File: src/rtl/fifo_serial_tx.sv
// Drains a synchronous FIFO one word at a time onto an asynchronous serial line:
// start bit, data LSB first, parity bit, stop bit. All outputs are registered.
module fifo_serial_tx #(
  parameter int DW           = 5,
  parameter int CLKS_PER_BIT = 4,
  parameter bit PARITY_ODD   = 1'b0
) (
  input  logic          clock,
  input  logic          rst,
  input  logic          enable,
  input  logic          empty,
  input  logic [DW-1:0] fifo_dout,
  output logic          ren,
  output logic          txd,
  output logic          busy,
  output logic          frame_done
);

  localparam int BW = (CLKS_PER_BIT > 1) ? $clog2(CLKS_PER_BIT) : 1;
  localparam int IW = (DW > 1) ? $clog2(DW) : 1;
  localparam logic [BW-1:0] BAUD_LAST = BW'(CLKS_PER_BIT - 1);
  localparam logic [IW-1:0] IDX_LAST  = IW'(DW - 1);

  typedef enum logic [2:0] {
    IDLE,
    FETCH,
    LOAD,
    START,
    DATA,
    PARITY,
    STOP
  } state_t;

  state_t        state;
  state_t        state_next;
  logic [BW-1:0] baud;
  logic [BW-1:0] baud_next;
  logic [IW-1:0] bit_idx;
  logic [IW-1:0] bit_idx_next;
  logic [DW-1:0] shift;
  logic [DW-1:0] shift_next;
  logic          parity;
  logic          parity_next;
  logic          txd_next;
  logic          ren_next;
  logic          busy_next;
  logic          frame_done_next;
  logic          bit_end;
  logic [BW-1:0] baud_step;

  assign bit_end   = (baud == BAUD_LAST);
  assign baud_step = bit_end ? '0 : (baud + BW'(1));

  always_ff @(posedge clock) begin
    if (rst) begin
      state <= IDLE;
    end else begin
      state <= state_next;
    end
  end

  // The baud counter only runs while a bit is on the line; every other state holds it at zero
  // so START always begins a fresh bit period.
  always_comb begin
    state_next   = state;
    baud_next    = '0;
    bit_idx_next = '0;
    shift_next   = shift;
    parity_next  = parity;
    case (state)
      IDLE: begin
        if (enable && !empty) begin
          state_next = FETCH;
        end
      end
      FETCH: begin
        state_next = LOAD;
      end
      LOAD: begin
        shift_next  = fifo_dout;
        parity_next = (^fifo_dout) ^ PARITY_ODD;
        state_next  = START;
      end
      START: begin
        baud_next = baud_step;
        if (bit_end) begin
          state_next = DATA;
        end
      end
      DATA: begin
        baud_next    = baud_step;
        bit_idx_next = bit_idx;
        if (bit_end) begin
          if (bit_idx == IDX_LAST) begin
            state_next = PARITY;
          end else begin
            bit_idx_next = bit_idx + IW'(1);
            shift_next   = shift >> 1;
          end
        end
      end
      PARITY: begin
        baud_next = baud_step;
        if (bit_end) begin
          state_next = STOP;
        end
      end
      STOP: begin
        baud_next = baud_step;
        if (bit_end) begin
          state_next = IDLE;
        end
      end
      default: begin
        state_next = IDLE;
      end
    endcase
  end

  // Outputs are decoded from the upcoming state so that each registered output lines up
  // exactly with the state it belongs to.
  always_comb begin
    txd_next = 1'b1;
    case (state_next)
      START:   txd_next = 1'b0;
      DATA:    txd_next = shift_next[0];
      PARITY:  txd_next = parity_next;
      default: txd_next = 1'b1;
    endcase
    ren_next        = (state_next == FETCH);
    busy_next       = (state_next != IDLE);
    frame_done_next = (state_next == STOP) && (baud_next == BAUD_LAST);
  end

  always_ff @(posedge clock) begin
    if (rst) begin
      baud       <= '0;
      bit_idx    <= '0;
      shift      <= '0;
      parity     <= 1'b0;
      txd        <= 1'b1;
      ren        <= 1'b0;
      busy       <= 1'b0;
      frame_done <= 1'b0;
    end else begin
      baud       <= baud_next;
      bit_idx    <= bit_idx_next;
      shift      <= shift_next;
      parity     <= parity_next;
      txd        <= txd_next;
      ren        <= ren_next;
      busy       <= busy_next;
      frame_done <= frame_done_next;
    end
  end

endmodule

File: config.mk
export PLATFORM = sky130hd
export DESIGN_NAME = fifo_serial_tx
export DESIGN_NICKNAME = d
export VERILOG_FILES = /design/src/rtl/fifo_serial_tx.sv
export SDC_FILE = /design/constraint.sdc
export NUM_CORES = 1
export LEC_CHECK = 0
export CELL_PAD_IN_SITES_DETAIL_PLACEMENT = 1
export CELL_PAD_IN_SITES_GLOBAL_PLACEMENT = 1
export CORE_MARGIN = 5
export CORE_UTILIZATION = 42
export CTS_CLUSTER_SIZE = 20
export DETAILED_ROUTE_END_ITERATION = 10
export PLACE_DENSITY_LB_ADDON = 0.15
export SETUP_SLACK_MARGIN = 0.4
export SYNTH_ARGS = -nofsm -noshare
export SYNTH_HDL_FRONTEND = slang
export SYNTH_SLANG_ARGS = --single-unit
File: constraint.sdc
create_clock -name clock -period 3.6 [get_ports clock]
set_clock_uncertainty 0.05 [all_clocks]
set_input_delay 0.36 -clock clock [delete_from_list [all_inputs] [get_ports clock]]
set_output_delay 0.36 -clock clock [all_outputs]
set_load 0.03 [all_outputs]
==> impl_metrics.tcl, run 1 <==
set metrics [dict create \
    min_period_over_period_pct 51.4 \
    grtUsageTotal_pct 14.2 \
    leakage_nw 0.357 \
    drive_gt1_share_pct 10.0 \
    critPathSlowestCell "dfxtp_1" \
    r2r-start "baud[0]" \
    synth_top_area_share_pct 40.0 \
    timing.rr.end "txd" \
    fp-row-count 16 \
    synth-seq-cells 18 \
    whs_ns 0.418 \
    drc 0 \
    async_flop_share_pct 0 \
    tns_ns 0 \
    synth_cell_types 36 \
    clkSlewWorstSetupHoldPaths_ns 0.10 \
    multi_input_area_sq_um 493 \
    wl_per_cell_um 14.5 \
    slew_violations 0 \
    clk_latency_ns 0.29 \
    hold_end "baud[0]" \
    synthCells 99 \
    initial_core_util_pct 45.0 \
    grt_pass1_vias 770 \
    antenna_left 0 \
    coreArea_sq_mm 0.00200 \
    drtPass1Iterations 3 \
    hold_viol 0 \
    ctsResizeCount 0 \
    finalNetCount 123 \
    synth.area.top_cells "dfxtp_1 40%, xnor2_1 5.8%, a21oi_1 5.0%" \
    syn-cell-area_sq_um 901 \
    layout_min_cycle_time_ns 1.85 \
    cp.required_ns 3.73 \
    diodes 0 \
    path_cells "ha_1 -> a21boi_4 -> a21oi_2 -> a221o_1 -> nand2_1 -> o221ai_2" \
    gp_congestion 0.780 \
    wirelength_um 1990 \
    cts_max_path_buffers 2 \
    finalSetupViolCount 0 \
    rsz0062_at_grt "no" \
    cts_hold_buf 0 \
    critPathMaxStageDelay_ns 0.37 \
    htree_levels 1 \
    yosysTopAreaCell "dfxtp_1" \
    seq_area_frac_synth_pct 40.0 \
    syn2layout_area_growth_pct 17.1 \
    syn-num-nets 111 \
    antenna_found_initial 0 \
    tightest_slew_ns 0.512 \
    synthTopCellsByCount "18 x dfxtp_1, 12 x nor2_1, 11 x nand2_1" \
    path_class "reg -> reg" \
    fmax_mhz 540 \
    endpoint_kind "flop" \
    hpwlAfterDp_um 1430 \
    grt_pass1_wl_um 3550 \
    nFillCells 249 \
    max_slew_margin_pct 65.7 \
    ys_warn_count 0 \
    reg2regPathDepth 6 \
    worstHoldPathType "reg -> reg" \
    cts_tree "done" \
    rrSetupSlack_ns 1.75 \
    cts.sinks 18 \
    overflow 0 \
    cp-start-kind "flop" \
    status "complete, no violations" \
    hold_depth 1 \
    die_h_um 56.3 \
    port_buffers 12 \
    cp_max_fo 10 \
    crit_buf_inv 0 \
    vias 726 \
    cp_top_family "compound AO/OA/AOI/OAI gates" \
    synth_flop_cell "dfxtp_1" \
    die_w_um 56.3 \
    p_per_area_mw_per_mm2 381 \
    post-cts-setup-buffers 0 \
    die_area_sq_mm 0.00317 \
    max_cap_violations 0 \
    io_pins 13 \
    min_from "baud[0]" \
    regArea_sq_um 360 \
    viasPerCell 5.30 \
    numCtsBuffers 3 \
    yosysMostFrequentCell "dfxtp_1" \
    syn_area_per_cell_sq_um 9.10 \
    synth_edf_count 0 \
    arrival_ns 1.98 \
    grt_max_degree 15 \
    ir_worst_vdd_mv 0.251 \
    drtIter0Drc 5 \
    cts_root_buf "clkbuf_4" \
]
-- where the power goes --
group	internal (W)	leakage [nW]	switching (W)
Combinational	0.0000304	0.190	0.0000286
Clock	0.0000616	0.0210	0.0000641
Sequential	0.000208	0.146	0.00000916
-- cell type report --
class                           instances  share of cell area (%)
Multi-Input combinational cell         73                    46.7
Inverter                                3                    1.07
Clock buffer                            4                    3.44
Timing Repair Buffer                   12                    11.4
Tap cell                               27                    3.20
Sequential cell                        18                    34.2
-- metrics by stage --
step	util [%]	worst slack, ns	cells	power, W	cell area [sq um]
finish	52.7	1.75	137	0.000402	1050
global route	52.7	1.62	137	0.000423	1050
CTS	52.7	1.75	137	0.000409	1050
detailed placement	50.9	1.75	133	0.000281	1020
global placement	50.9	1.77	133	0.000279	1020
floorplan	-	1.97	99	0.000259	901
-- layout by cell type (no fill, tap or decap), types with 2 or more instances in the layout --
cell             count
nand3_1              2
a21oi_1              9
nor2_1              12
dfxtp_1             18
nand2b_1             4
clkbuf_4             3
nand2_1             11
clkdlybuf4s50_1     12
nor4_1               2
xnor2_1              6
inv_1                2
a22oi_1              3
ha_1                 3
-- cell families after synthesis --
| group | Yosys count | synth area share (%) |
|---|---|---|
| xor gates and xnor gates | 7 | 6.81 |
| and+or+nand+nor | 41 | 24.7 |
| muxes | 1 | 1.11 |
| AOI/OAI and AO/OA | 21 | 17.9 |
| DFF | 18 | 40.0 |
| adders and majority gates | 3 | 4.17 |
| buffers and inverters | 8 | 5.28 |
-- flip-flops by register name, summed over array words and instances (netlist names) --
signal	flops
frame_done	1
parity	1
state	3
busy	1
ren	1
txd	1
shift	5
baud	2
bit_idx	3
-- how the worst max path moves through the flow --
stage,from,to,slack (ns),depth (start not counted)
after floorplan,baud[0],txd,1.97,7
after global placement,fifo_dout[1],txd,1.77,6
after detailed placement,fifo_dout[1],txd,1.75,6
after CTS,baud[0],txd,1.75,6
after global routing,baud[0],txd,1.62,6
final,baud[0],txd,1.75,6
-- routing by layer --
layer,part of all wire (%),track usage (%),routed length [um],up-vias
met5,0,0,0,-
met4,1.9,6.44,37,0
met3,2.4,3.67,48,4
met2,51,24.9,1020,9
met1,45,16.0,892,350
li1,-,-,-,363
No activity file was read; power rests on OpenSTA's default activity.
==> run 2, diff against run 1 <==
--- a/config.mk
+++ b/config.mk
@@ -8,7 +8,7 @@
 export CELL_PAD_IN_SITES_DETAIL_PLACEMENT = 1
 export CELL_PAD_IN_SITES_GLOBAL_PLACEMENT = 1
 export CORE_MARGIN = 5
-export CORE_UTILIZATION = 42
+export CORE_UTILIZATION = 39
 export CTS_CLUSTER_SIZE = 20
 export DETAILED_ROUTE_END_ITERATION = 10
 export PLACE_DENSITY_LB_ADDON = 0.15
==> constraint.sdc (replaced) <==
create_clock -name clock -period 1.8 [get_ports clock]
set_clock_uncertainty 0.05 [all_clocks]
set_input_delay 0.18 -clock clock [delete_from_list [all_inputs] [get_ports clock]]
set_output_delay 0.18 -clock clock [all_outputs]
set_load 0.03 [all_outputs]
==> impl_metrics.tcl, run 2 (synthesis results as in run 1) <==
set metrics [dict create \
    status "complete, no violations" \
    overflow 0 \
    fp-row-count 17 \
    drc 0 \
    whs_ns 0.411 \
    layout_min_cycle_time_ns 1.52 \
    critPathSlowestCell "dfxtp_4" \
    reg_top3 "shift x5, bit_idx x3, state x3" \
    max_slew_margin_pct 77.8 \
    syn2layout_area_growth_pct 36.4 \
    final_common_cell "buf_4" \
    cts.sinks 18 \
    nFillCells 269 \
    hpwlAfterDp_um 1490 \
    cp.required_ns 1.94 \
    cp-start-kind "flop" \
    coreArea_sq_mm 0.00221 \
    wirelength_um 2250 \
    cts_root_buf "clkbuf_4" \
    largest_reg_flops 5 \
    placed_cell_area_sq_mm 0.00106 \
    antenna_found_initial 0 \
    drive_gt1_share_pct 32.3 \
    cp_max_fo 7 \
    gp_congestion 0.759 \
    diodes 0 \
    max_cap_violations 0 \
    clk_latency_ns 0.30 \
    path_cells "ha_4 -> a21boi_4 -> and2_4 -> a221o_1 -> nand2_1 -> o221ai_2" \
    tns_ns 0 \
    cts_hold_buf 0 \
    hold_viol 0 \
    slew_violations 0 \
    fin_area_sq_mm 0.00123 \
    drtPass1Iterations 2 \
    cp_top_family "compound AO/OA/AOI/OAI gates" \
    viasPerCell 5.09 \
    initial_core_util_pct 40.7 \
    multi_input_area_sq_um 548 \
    die_area_sq_mm 0.00337 \
    finalNetCount 138 \
    rsz0062_at_grt "yes" \
    registers.top_by_ff_count "shift" \
    port_buffers 12 \
    htree_levels 1 \
    layout_common_cells "13 x buf_4, 12 x nor2_1, 11 x nand2_1, 11 x dfxtp_1, 8 x clkdlybuf4s50_1" \
    critPathMaxStageDelay_ns 0.37 \
    drtIter0Drc 6 \
    antenna_left 0 \
    worstHoldPathType "reg -> reg" \
    ir_worst_vdd_mv 0.440 \
    grt_pass1_vias 782 \
    leakage_nw 0.445 \
    tightest_slew_ns 0.333 \
    endpoint_kind "flop" \
    path_class "reg -> reg" \
    vias 774 \
    p_per_area_mw_per_mm2 633 \
    clkSlewWorstSetupHoldPaths_ns 0.10 \
    wl_per_cell_um 14.8 \
    fmax_mhz 656 \
    min_period_over_period_pct 84.7 \
    finalSetupViolCount 0 \
    die_w_um 58.1 \
    crit_buf_inv 0 \
    cts_max_path_buffers 2 \
    grtUsageTotal_pct 14.0 \
    numCtsBuffers 3 \
    cts_tree "done" \
    die_h_um 58.1 \
    io_pins 13 \
    grt_pass1_wl_um 3610 \
    grt_max_degree 13 \
    arrival_ns 1.66 \
    regArea_sq_um 377 \
]
run 2: cell count changes in the layout (fill, tap and decap cells not counted), sizes merged:
| cell | previous run | this run |
|---|---|---|
| dlygate4sd2 | 0 | 4 |
| clkbuf | 4 | 3 |
| clkdlybuf4s50 | 12 | 8 |
| buf | 0 | 15 |
run 2: power by group:
| part | internal [W] | switching (W) | leakage, nW |
|---|---|---|---|
| combinational | 0.0000747 | 0.0000713 | 0.281 |
| clock | 0.0000781 | 0.000124 | 0.0138 |
| sequential | 0.000413 | 0.0000162 | 0.150 |
| total | 0.000566 | 0.000211 | 0.445 |
run 2: per-stage QoR:
stage | util, % | power (W) | worst slack (ns) | cells
3_3_place_gp | 48.1 | 0.000565 | 0.172 | 138
3_5_place_dp | 48.1 | 0.000569 | 0.153 | 138
5_1_grt | 55.5 | 0.000821 | 0.186 | 152
4_1_cts | 51.9 | 0.000765 | 0.230 | 147
2_1_floorplan | - | 0.000518 | 0.259 | 99
6_report | 55.5 | 0.000777 | 0.276 | 152
run 2: path summary, 6_finish.rpt:
path	startpoint	to	slack, ns	cells after the start
worst max-delay path	baud[0]	txd	0.28	6
worst min-delay path	baud[0]	baud[0]	0.41	1
worst max register to register	baud[0]	txd	0.28	6
worst min register to register	baud[0]	baud[0]	0.41	1
run 2: repair_timing:
item,in CTS,in global routing
cloned,0,0
pin swaps,10,7
setup buffers,6,5
resized for setup,13,12
endpoints found under the setup margin,16,13
run 2: area by class of cell:
cell class | count | share of cell area, %
Sequential cell | 18 | 30.7
Inverter | 3 | 0.916
Timing Repair Buffer | 27 | 19.1
Multi-Input combinational cell | 73 | 44.6
Tap cell | 28 | 2.85
Clock buffer | 3 | 1.83
run 2: routing by layer:
layer	up-vias	GRT usage, %	wire, um
met3	5	3.79	60
met2	8	21.8	1160
met1	370	18.0	990
li1	391	-	-
met4	0	5.96	38
met5	-	0	0
==> run 3, diff against run 2 <==
==> constraint.sdc (replaced) <==
create_clock -name clock -period 1.45 [get_ports clock]
set_clock_uncertainty 0.05 [all_clocks]
set_input_delay 0.145 -clock clock [delete_from_list [all_inputs] [get_ports clock]]
set_output_delay 0.145 -clock clock [all_outputs]
set_load 0.03 [all_outputs]
==> impl_metrics.tcl, run 3 (synthesis results as in run 1) <==
set metrics [dict create \
    layout_setup_ws_ns -0.0703 \
    slew_violations 0 \
    die_h_um 58.1 \
    finalNetCount 148 \
    clk_latency_ns 0.29 \
    arrival_ns 1.65 \
    htree_levels 1 \
    critPathMaxStageDelay_ns 0.35 \
    power.internal_w 0.000727 \
    rsz0062_at_grt "yes" \
    finalSetupViolCount 5 \
    hold_viol 0 \
    layout_common_cells "13 x buf_4, 11 x dfxtp_1, 11 x buf_6" \
    gp_congestion 0.810 \
    antenna_found_initial 0 \
    p_sw_w 0.000288 \
    coreArea_sq_mm 0.00221 \
    total_power_w 0.00101 \
    grt_pass1_wl_um 4040 \
    port_buffers 12 \
    path_class "reg -> reg" \
    min_from "fifo_dout[2]" \
    min_period_over_period_pct 105 \
    tightest_slew_ns 0.354 \
    grt_max_degree 10 \
    die_area_sq_mm 0.00337 \
    reg_top3 "shift x5, bit_idx x3, state x3" \
    wl_per_cell_um 16.0 \
    cp_top_family "compound AO/OA/AOI/OAI gates" \
    instances_no_fill 162 \
    endpoint_kind "flop" \
    drc 0 \
    pwr-share-comb_pct 22.2 \
    drtPass1Iterations 4 \
    leakage_nw 0.563 \
    largest_reg_flops 5 \
    vias 837 \
    critPathSlowestCell "dfxtp_2" \
    cp.required_ns 1.58 \
    drive_gt1_share_pct 53.0 \
    path_cells "ha_4 -> a21boi_4 -> and2_4 -> a221o_1 -> nand2_1 -> o221ai_2" \
    antenna_left 0 \
    cts.sinks 18 \
    clkPwrFrac_pct 25.5 \
    initial_core_util_pct 40.7 \
    diodes 0 \
    seqPwrFrac_pct 52.3 \
    fp-row-count 17 \
    viasPerCell 5.17 \
    cp_max_fo 4 \
    switching_share_pct 28.4 \
    hpwlAfterDp_um 1600 \
    grt_pass1_vias 915 \
    fmax_mhz 658 \
    crit_buf_inv 0 \
    die_w_um 58.1 \
    wirelength_um 2590 \
    worstHoldPathType "in -> reg" \
    grtUsageTotal_pct 15.9 \
    numCtsBuffers 3 \
    cts_max_path_buffers 2 \
    syn2layout_area_growth_pct 59.4 \
    violations "setup timing" \
    cts_root_buf "clkbuf_4" \
    p_per_area_mw_per_mm2 706 \
    clkSlewWorstSetupHoldPaths_ns 0.11 \
    status "finished with violations" \
    cts_tree "done" \
    registers.top_by_ff_count "shift" \
    layout_min_cycle_time_ns 1.52 \
    cp-start-kind "flop" \
    max_cap_violations 0 \
    max_slew_margin_pct 76.2 \
    overflow 0 \
    ir_worst_vdd_mv 0.531 \
    r2r-start "baud[0]" \
    drtIter0Drc 10 \
    placedCellCount 149 \
    final_common_cell "buf_4" \
    io_pins 13 \
    crit_path_start "baud[0]" \
]
[run 3: tightest hold or removal path, delay by kind of cell]
family	cells	cell delay, ns
compound gates	2	0.21
buf+inv	1	0.17
[run 3: routing by layer]
metal  vias up  GRT usage [%]  wire length (um)
li1        413              -                 -
met4         0           6.29                12
met1       413           16.7              1090
met3         2           2.45                52
met5         -              0                 0
met2         9           30.8              1430
[run 3: layout make-up]
cell class                 count  area (sq um)
multi-input combinational     73           648
fill                         249           776
clock buffer                   3          22.5
inverter                       3          12.5
tap                           28          35.0
sequential                    18           377
timing repair buffer          37           342
[run 3: timing repair]
item                                    in CTS  in global routing
hold buffers                                 0                  0
resized for setup                           60                 13
setup buffers                                6                  4
endpoints found under the setup margin      22                 18
gates cloned                                 0                  0
pin swaps                                   17                 18
[run 3: worst paths after layout]
check	endpoint	slack, ns	cells past startpoint
worst max register to register	txd	-0.07	6
worst min register to register	shift[1]	0.43	2
worst max-delay path	txd	-0.07	6
worst min-delay path	shift[2]	0.22	3
[run 3: per-stage QoR]
step / instance area, sq um / utilization [%] / hold slack (ns) / setup WS [ns] / setup TNS, ns
after CTS: 1350 / 61.1 / 0.408 / -0.0733 / -0.190
after global routing: 1440 / 64.9 / 0.227 / -0.153 / -0.396
after floorplan: 930 / - / 0.167 / -0.0855 / -0.172
final: 1440 / 64.9 / 0.220 / -0.0703 / -0.169
after detailed placement: 1160 / 52.3 / 0.402 / -0.169 / -0.354
after global placement: 1160 / 52.3 / 0.388 / -0.119 / -0.208
[run 3: power by group through the flow]
| stage | clock (W) | sequential, W | combinational (W) |
|---|---|---|---|
| 4_1_cts | 0.000261 | 0.000530 | 0.000207 |
| 6_report | 0.000259 | 0.000531 | 0.000225 |
| 2_1_floorplan | 0 | 0.000551 | 0.0000934 |
| 3_5_place_dp | 0 | 0.000541 | 0.000175 |
| 5_1_grt | 0.000298 | 0.000534 | 0.000240 |
| 3_3_place_gp | 0 | 0.000540 | 0.000170 |
